===== src/rtl/demux_pkg.sv =====
// Shared types for the ADG7xx demux sequencer: channel-step modes and FSM states.
package demux_pkg;

  typedef enum logic [1:0] {
    FIXED    = 2'd0,
    UP       = 2'd1,
    DOWN     = 2'd2,
    PINGPONG = 2'd3
  } mode_t;

  typedef enum logic [2:0] {
    IDLE   = 3'd0,
    SETUP  = 3'd1,
    STROBE = 3'd2,
    HOLD   = 3'd3,
    DWELL  = 3'd4
  } state_t;

endpackage


===== src/rtl/demux_next_ch.sv =====
// Combinational next-channel / next-direction selection for the demux sequencer.
module demux_next_ch
  import demux_pkg::*;
#(
  parameter int unsigned CH_BITS = 5
) (
  input  logic               first,
  input  logic [1:0]         mode,
  input  logic [CH_BITS-1:0] ch_lo,
  input  logic [CH_BITS-1:0] ch_hi,
  input  logic [CH_BITS-1:0] ch_fixed,
  input  logic [CH_BITS-1:0] cur,
  input  logic               dir_up,
  output logic [CH_BITS-1:0] nxt,
  output logic               nxt_dir_up
);

  mode_t              m;
  logic [CH_BITS-1:0] lo;
  logic [CH_BITS-1:0] hi;

  always_comb begin
    m          = mode_t'(mode);
    lo         = (ch_lo <= ch_hi) ? ch_lo : ch_hi;
    hi         = (ch_lo <= ch_hi) ? ch_hi : ch_lo;
    nxt        = cur;
    nxt_dir_up = dir_up;

    if (first) begin
      case (m)
        FIXED:   nxt = ch_fixed;
        DOWN:    nxt = hi;
        default: begin
          nxt        = lo;
          nxt_dir_up = 1'b1;
        end
      endcase
    end else if (m == FIXED) begin
      nxt = ch_fixed;
    end else if ((cur < lo) || (cur > hi)) begin
      // Re-enter the window at its natural starting edge.
      if (m == DOWN) begin
        nxt = hi;
      end else begin
        nxt        = lo;
        nxt_dir_up = 1'b1;
      end
    end else begin
      case (m)
        UP:   nxt = (cur >= hi) ? lo : CH_BITS'(cur + 1'b1);
        DOWN: nxt = (cur <= lo) ? hi : CH_BITS'(cur - 1'b1);
        default: begin
          if (lo == hi) begin
            nxt = lo;
          end else if (dir_up) begin
            if (cur >= hi) begin
              nxt        = CH_BITS'(cur - 1'b1);
              nxt_dir_up = 1'b0;
            end else begin
              nxt = CH_BITS'(cur + 1'b1);
            end
          end else begin
            if (cur <= lo) begin
              nxt        = CH_BITS'(cur + 1'b1);
              nxt_dir_up = 1'b1;
            end else begin
              nxt = CH_BITS'(cur - 1'b1);
            end
          end
        end
      endcase
    end
  end

endmodule


===== src/rtl/demux_seq.sv =====
// ADG7xx analog-mux sequencer: write-strobe protocol on cs/wr/set_ch with a
// programmable per-channel dwell and fixed/sweep/ping-pong channel stepping.
module demux_seq
  import demux_pkg::*;
#(
  parameter int unsigned CH_BITS     = 5,
  parameter int unsigned DIV_W       = 24,
  parameter int unsigned CLK_DIVIDER = 10000000,
  parameter int unsigned SETUP_CYC   = 2,
  parameter int unsigned WR_CYC      = 2,
  parameter int unsigned HOLD_CYC    = 1
) (
  input  logic               clk,
  input  logic               rst,
  input  logic               run,
  input  logic [1:0]         mode,
  input  logic [CH_BITS-1:0] ch_lo,
  input  logic [CH_BITS-1:0] ch_hi,
  input  logic [CH_BITS-1:0] ch_fixed,
  input  logic               out_en,
  output logic               ena,
  output logic               cs,
  output logic               wr,
  output logic [CH_BITS-1:0] set_ch,
  output logic               busy,
  output logic               step
);

  localparam logic [DIV_W-1:0] SETUP_LD = DIV_W'(SETUP_CYC - 1);
  localparam logic [DIV_W-1:0] WR_LD    = DIV_W'(WR_CYC - 1);
  localparam logic [DIV_W-1:0] HOLD_LD  = DIV_W'(HOLD_CYC - 1);
  localparam logic [DIV_W-1:0] DWELL_LD = DIV_W'(CLK_DIVIDER - 1);

  state_t             state;
  logic [DIV_W-1:0]   cnt;
  logic               dir_up;
  logic               first;
  logic [CH_BITS-1:0] nxt_ch;
  logic               nxt_dir_up;

  assign first = (state == IDLE);

  demux_next_ch #(
    .CH_BITS (CH_BITS)
  ) u_next_ch (
    .first      (first),
    .mode       (mode),
    .ch_lo      (ch_lo),
    .ch_hi      (ch_hi),
    .ch_fixed   (ch_fixed),
    .cur        (set_ch),
    .dir_up     (dir_up),
    .nxt        (nxt_ch),
    .nxt_dir_up (nxt_dir_up)
  );

  // Enable line follows out_en with one register of latency, independent of the FSM.
  always_ff @(posedge clk or posedge rst) begin
    if (rst) ena <= 1'b1;
    else     ena <= ~out_en;
  end

  // Transaction FSM; one shared down-counter times every non-idle state.
  always_ff @(posedge clk or posedge rst) begin
    if (rst) begin
      state  <= IDLE;
      cnt    <= '0;
      dir_up <= 1'b1;
      cs     <= 1'b1;
      wr     <= 1'b1;
      set_ch <= '0;
      busy   <= 1'b0;
      step   <= 1'b0;
    end else begin
      step <= 1'b0;
      case (state)
        IDLE: begin
          if (run) begin
            set_ch <= nxt_ch;
            dir_up <= nxt_dir_up;
            cs     <= 1'b0;
            busy   <= 1'b1;
            cnt    <= SETUP_LD;
            state  <= SETUP;
          end
        end
        SETUP: begin
          if (cnt == '0) begin
            wr    <= 1'b0;
            cnt   <= WR_LD;
            state <= STROBE;
          end else begin
            cnt <= cnt - 1'b1;
          end
        end
        STROBE: begin
          if (cnt == '0) begin
            wr    <= 1'b1;
            cnt   <= HOLD_LD;
            state <= HOLD;
          end else begin
            cnt <= cnt - 1'b1;
          end
        end
        HOLD: begin
          if (cnt == '0) begin
            cs    <= 1'b1;
            step  <= 1'b1;
            cnt   <= DWELL_LD;
            state <= DWELL;
          end else begin
            cnt <= cnt - 1'b1;
          end
        end
        DWELL: begin
          if (!run) begin
            busy  <= 1'b0;
            state <= IDLE;
          end else if (cnt == '0) begin
            set_ch <= nxt_ch;
            dir_up <= nxt_dir_up;
            cs     <= 1'b0;
            cnt    <= SETUP_LD;
            state  <= SETUP;
          end else begin
            cnt <= cnt - 1'b1;
          end
        end
        default: begin
          busy  <= 1'b0;
          cs    <= 1'b1;
          wr    <= 1'b1;
          state <= IDLE;
        end
      endcase
    end
  end

endmodule


===== config.mk =====
export PLATFORM = sky130hd
export DESIGN_NAME = demux_seq
export DESIGN_NICKNAME = d
export VERILOG_FILES = /design/src/rtl/demux_pkg.sv /design/src/rtl/demux_next_ch.sv /design/src/rtl/demux_seq.sv
export SDC_FILE = /design/constraint.sdc
export NUM_CORES = 1
export LEC_CHECK = 0
export BUFFER_PORTS_ARGS = -buffer_cell sky130_fd_sc_hd__buf_2
export CAP_MARGIN = 20
export CORE_MARGIN = 2
export CORE_UTILIZATION = 60
export CTS_CLUSTER_SIZE = 16
export DETAILED_ROUTE_END_ITERATION = 12
export PLACE_DENSITY = 0.84
export RECOVER_POWER = 25
export SYNTH_ARGS = -nofsm -noshare
export SYNTH_HDL_FRONTEND = slang
export SYNTH_SLANG_ARGS = --single-unit

===== constraint.sdc =====
create_clock -name clk -period 3.9 [get_ports clk]
set_input_delay 0 -clock clk [delete_from_list [all_inputs] [get_ports clk]]
set_output_delay 0 -clock clk [all_outputs]
set_load 0.02 [all_outputs]

## Word level (Yosys, flattened, before mapping)

Cells that the tools add are included.

- Reduce and logical (&&, ||, !) cells: 17
- Bitwise gates (word level): 4
- Multiplexer cells: 56
- Magnitude comparators: 5
- Equal/unequal tests: 15
- $add $sub $neg: 3

Operator list:

| cell | count |
|---|---|
| two-way mux 24 bit | 5 |
| case mux 24 bit (5 select lines) | 1 |
| two-way mux 5 bit | 15 |
| case mux 5 bit (2 select lines) | 3 |
| zero test 24 bit | 1 |
| subtractor 24 x 1 -> 24 bit (second input constant) | 1 |
| two-way mux 1 bit | 21 |
| two-way mux 3 bit | 6 |
| case mux 3 bit (5 select lines) | 1 |
| != test 2 bit (second input constant) | 6 |
| <= comparator 5 bit | 2 |
| AND reduction 5 bit | 2 |
| AND reduction 3 bit | 3 |
| equality test 3 x 2 -> 1 bit (second input constant) | 2 |
| case mux 1 bit (3 select lines) | 2 |
| OR reduction 2 bit | 3 |
| OR reduction 3 bit | 2 |
| adder 5 x 1 -> 5 bit (second input constant) | 1 |
| equality test 5 bit | 1 |
| greater-or-equal comparator 5 bit | 1 |
| greater-than comparator 5 bit | 1 |
| < comparator 5 bit | 1 |
| nonzero test 5 bit | 1 |
| subtractor 5 x 1 -> 5 bit (second input constant) | 1 |
| other kinds (14) | 17 |

- Output and inout port bits: 10
- Input bits: 21
- Logic and storage cells: 109
- Register bits: 38

## Longest topological paths before layout

- Word-level depth: 13
- Depth in mapped cells: 22

## Modules after synthesis

A second synthesis with hierarchy kept.

- Cells, all modules: 515
- Area, all modules: 4043.9 um^2

Modules (own cells, without submodules):

| module | seq. area each (um^2) | instances | cells each | area each (um^2) |
|---|---|---|---|---|
| demux_seq | 955.9 | 1 | 241 | 2208.4 |
| demux_next_ch | 0.0 | 1 | 274 | 1835.5 |

## Least setup slack after synthesis

OpenSTA, ideal clock, no wires.

- Path kind: input -> register
- Start: input port ch_hi[1]
- End: register set_ch[1]
- Slack: 0.051 ns
- Buffers on the path: 2
- Arrival: 3.719 ns
- Required time: 3.770 ns
- Stages: 18
- Setup time: 0.130 ns
- Cells stage by stage: clkbuf_1 -> inv_1 -> ha_1 -> nand4_4 -> o221ai_2 -> nand2_2 -> buf_6 -> o21ai_0 -> ha_1 -> nand2_1 -> o221ai_1 -> a31oi_2 -> a21o_1 -> a311o_2 -> mux2_4 -> a221o_1 -> o22ai_1 -> o31ai_2

- Cells in the longest elaborated chain, start to end: 13
- Elaborated cells between the ends (all ways): 25

RTL lines:

| element | line | text |
|---|---|---|
| start, declared | demux_seq.sv:18 | `input logic [CH_BITS-1:0] ch_hi,` |
| <= comparator 5 bit | demux_next_ch.sv:24, demux_next_ch.sv:25 |  |
| two-way mux 5 bit, on equally long branches | demux_next_ch.sv:24, demux_next_ch.sv:25 |  |
| <= comparator 5 bit / greater-or-equal comparator 5 bit (equally long branches) | -- |  |
| two-way mux 5 bit, on equally long branches | demux_next_ch.sv:63, demux_next_ch.sv:56 |  |
| two-way mux 5 bit | demux_next_ch.sv:55 | `end else if (dir_up) begin` |
| two-way mux 5 bit | demux_next_ch.sv:53 | `if (lo == hi) begin` |
| case mux 5 bit (2 select lines) | demux_next_ch.sv:49 | `case (m)` |
| two-way mux 5 bit | demux_next_ch.sv:40 | `end else if ((cur < lo) \|\| (cur > hi)) begin` |
| two-way mux 5 bit | demux_next_ch.sv:38 | `end else if (m == FIXED) begin` |
| two-way mux 5 bit * | demux_next_ch.sv:29 | `if (first) begin` |
| two-way mux 5 bit | demux_seq.sv:119 | `end else if (cnt == '0) begin` |
| two-way mux 5 bit | demux_seq.sv:116 | `if (!run) begin` |
| case mux 5 bit (2 select lines) * | demux_seq.sv:76 | `case (state)` |
| end signal, assigned | demux_seq.sv:79 | `set_ch <= nxt_ch;` |
| end signal, assigned | demux_seq.sv:120 | `set_ch <= nxt_ch;` |
| end, declared | demux_seq.sv:24 | `output logic [CH_BITS-1:0] set_ch,` |

Mark *: on every way between the ends. The rest lies on a longest branch, timed or not. The select of a mux whose other input is x is not followed.
A chain may end at the register's enable or synchronous reset.

## Final worst setup path

- Start: input port ch_hi[2]
- End: register set_ch[3]

Same word-level chain as after synthesis.

==> impl_metrics.csv <==
group,metric,value,unit
timing,setup_ws,0.238,ns
final_layout,multi_input_area,0.00262,sq mm
outcome,status,"finished, violations left",
final_layout,most-common-layout-cells,"nor2_1 (44), nand2_1 (42), a21oi_1 (36)",
final_layout,final_nets,537,
outcome,violations,"max-capacitance violations, max-slew violations",
final_layout,final_util,69.8,%
timing,period_share,93.9,%
yosys,yosysUniqueCellTypes,85,
floorplan,die_area,0.00695,sq mm
place,gp_congestion,0.973,
routing,drt_first_pass_iters,6,
timing,finalHoldViolations,0,
timing,max_slew_margin,-34.9,%
timing,maxSlewViolCount,39,
final_layout,ff_latch_area,956,sq um
timing,skew,0.0112,ns
setup_path,crit_fanout,17,
routing,ant_nets,0,
timing,max_freq,0.273,GHz
final_layout,syn2layout_area_growth,10.6,%
yosys,synthArstFlopShare,100,%
yosys,synth_edf_count,0,
place,io_buffer_count,30,
setup_path,worstSetupStartpointType,"primary input",
clocking,clock_sinks,38,
place,dp_cells,567,
place,post-dp-hpwl,7530,microns
final_layout,stdcell_count,577,
setup_path,worstPathRequired,4.08,ns
clocking,clkTransAtPathRegs,0.09,ns
setup_path,cp_num_buf_inv,3,
yosys,syn_inst,471,
power_and_ir_drop,power.density,709,mW/mm^2
yosys,yosysTopAreaCell,"dfrtp_1",
clocking,cts-root-buf,"clkbuf_8",
global_routing,grt_antenna_before_repair,0,
routing,wire_per_inst,18.0,microns
worst_hold_path,hold_class,"primary input to register",
routing,vias_per_cell,6.75,
floorplan,die_y,83.4,microns
final_layout,nFillCells,492,
yosys,ys_seq_elements,38,
clocking,numCtsBuffers,5,
setup_path,crit_path_cell_trace,"buf_2 > inv_1 > ha_1 > a21oi_1 > o221ai_2 > nand2_2 > o21ai_0 > ha_1 > inv_1 > nor2_1 > o21ai_1 > a211oi_2 > o211a_1 > nor2b_1 > or4_4 > nand2b_4 > a211oi_1 > o31ai_1",
routing,drt_iter0_drc,373,
yosys,ys_seq_area_share,25.3,%
yosys,synth.avg_cell_area,8.03,sq um
clocking,tritoncts,"built",
global_routing,grt_overflow,0,
power_and_ir_drop,p_total,2960,uW
flow_run,maxCapViolCount,1,
setup_path,critPathSlowestCell,"or4_4",
clocking,clock_latency,0.30,ns
setup_path,critPathMaxStageDelay,0.66,ns
global_routing,busiest_layer,"met2",
clocking,htreeDepth,2,
yosys,yosysWarnings,0,
global_routing,grt_pass1_vias,3687,
setup_path,crit_type,"primary input to register",
global_routing,grt_use_met2,49.2,%
place,post-place-ws,-0.0329,ns
final_layout,final_common_cell,"nor2_1",
yosys,synthFlopType,"dfrtp_1",
power_and_ir_drop,ir_worst_vdd,0.000421,V
setup_path,worstPathArrival,3.84,ns
yosys,syn-cell-area,0.00378,sq mm
floorplan,rows,28,
timing,rsz0062_at_grt,"false",
setup_path,crit_family,"compound AO/OA/AOI/OAI gates",
global_routing,grt_use_met3,4.47,%
global_routing,grt_max_degree,39,
floorplan,core,0.00599,sq mm
global_routing,grt_use_met1,38.9,%
timing,tightest_slew,2.02,ns
yosys,synth_fp_nets,507,
power_and_ir_drop,p_leak,0.00180,uW
routing,drt_wl_total,10400,microns
routing,remaining_drc_errors,0,
yosys,synth_top_area_share,22.5,%
global_routing,grt_pass1_wl,17300,microns
setup_path,critPathCaptureType,"register",
timing,fin_crit,3.66,ns
floorplan,die_w,83.4,microns
final_layout,num_antenna_cells,0,
routing,num_vias,3897,
timing,setup_viol,0,
yosys,synthTopCellsByArea,"dfrtp_1 (23%), ha_1 (5.0%), a21oi_1 (4.8%)",
floorplan,io_pins,31,
final_layout,drive_above_1_share,18.9,%
floorplan,initial_core_util,63.1,%
clocking,clockBufferDepth,2,
global_routing,grt_use_total,29.8,%
worst paths after layout:
check,startpoint,endpoint,slack [ns],cells after the start
setup / recovery,ch_hi[2],set_ch[3],0.24,18
hold / removal,ch_lo[4],set_ch[4],0.04,3
setup reg to reg,set_ch[0],set_ch[3],0.47,12
hold reg to reg,cnt[3],cnt[3],0.51,1
max in group asynchronous,rst,cnt[10],1.76,4
min in group asynchronous,rst,set_ch[3],0.96,4
synthesized netlist by cell type (3+ instances only):
| master | n |
|---|---|
| inv_1 | 21 |
| nand2b_1 | 6 |
| xnor2_1 | 14 |
| a31oi_1 | 5 |
| nor4_1 | 4 |
| nand3_1 | 11 |
| a21oi_1 | 36 |
| o21ai_0 | 30 |
| o22ai_1 | 4 |
| a221oi_1 | 3 |
| a21o_1 | 6 |
| nor3_1 | 26 |
| nor2b_1 | 3 |
| o2111ai_1 | 3 |
| a31o_2 | 4 |
| clkbuf_1 | 17 |
| and2_1 | 6 |
| maj3_1 | 3 |
| nor2_1 | 44 |
| dfrtp_1 | 34 |
| nand2_1 | 42 |
| a211oi_1 | 6 |
| mux2_2 | 6 |
| xor2_1 | 11 |
| a221o_1 | 3 |
| mux2i_1 | 14 |
| or3_1 | 7 |
| buf_6 | 3 |
| o21ai_1 | 9 |
| o31ai_1 | 4 |
| dfstp_2 | 4 |
| o211ai_1 | 4 |
| ha_1 | 15 |
power by group:
group | switching, uW | internal, uW | total (uW)
clock network | 159 | 257 | 416
logic | 983 | 772 | 1750
registers | 252 | 539 | 792
registers in the layout, summed over array words and instances, names as in the netlist:
register,flops
step,1
busy,1
dir_up,1
cnt,24
state,3
set_ch,5
wr,1
ena,1
cs,1
worst reg2reg max path, stage by stage (launching register included):
cell	delay [ns]
dfrtp_1	0.53
inv_1	0.22
ha_1	0.36
inv_1	0.05
nor2_1	0.09
o21ai_1	0.08
a211oi_2	0.32
o211a_1	0.25
nor2b_1	0.07
or4_4	0.66
nand2b_4	0.21
a211oi_1	0.33
o31ai_1	0.14
metrics by stage:
step	cell area [sq um]	hold slack (ns)	TNS, ns
3_3_place_gp	4020	0.112	0
4_1_cts	4180	0.0516	0
5_1_grt	4180	0.0639	0
2_1_floorplan	3780	0.0262	0
3_5_place_dp	4020	0.116	-0.0329
6_report	4180	0.0448	0
metal layers:
metal	wire length, microns	share of wire [%]	vias up
met5	0	0	-
met4	275	2.7	0
met3	828	8.0	32
met2	4900	47	208
met1	4360	42	1847
li1	-	-	1810
area by class of cell:
type	count	share of cell area [%]
Clock buffer	5	1.65
Timing Repair Buffer	48	6.85
Clock inverter	3	1.65
Inverter	22	1.98
Sequential cell	38	22.9
Tap cell	75	2.24
Multi-Input combinational cell	386	62.8
kinds of logic after synthesis:
kind of cell	share of synthesized area (%)
AOI/OAI and AO/OA	28.6
DFF	25.3
buffers and inverters	5.53
muxes	6.62
and+or+nand+nor	22.1
xor gates and xnor gates	5.79
adders and majority gates	6.06
repair_timing:
action,in CTS,in global routing
resized for setup,0,1
hold buffers,2,0
setup buffers,0,0
endpoints found under the hold margin,35,0
setup endpoints to repair,0,1
Note: power is estimated with default switching activity, not from simulation.
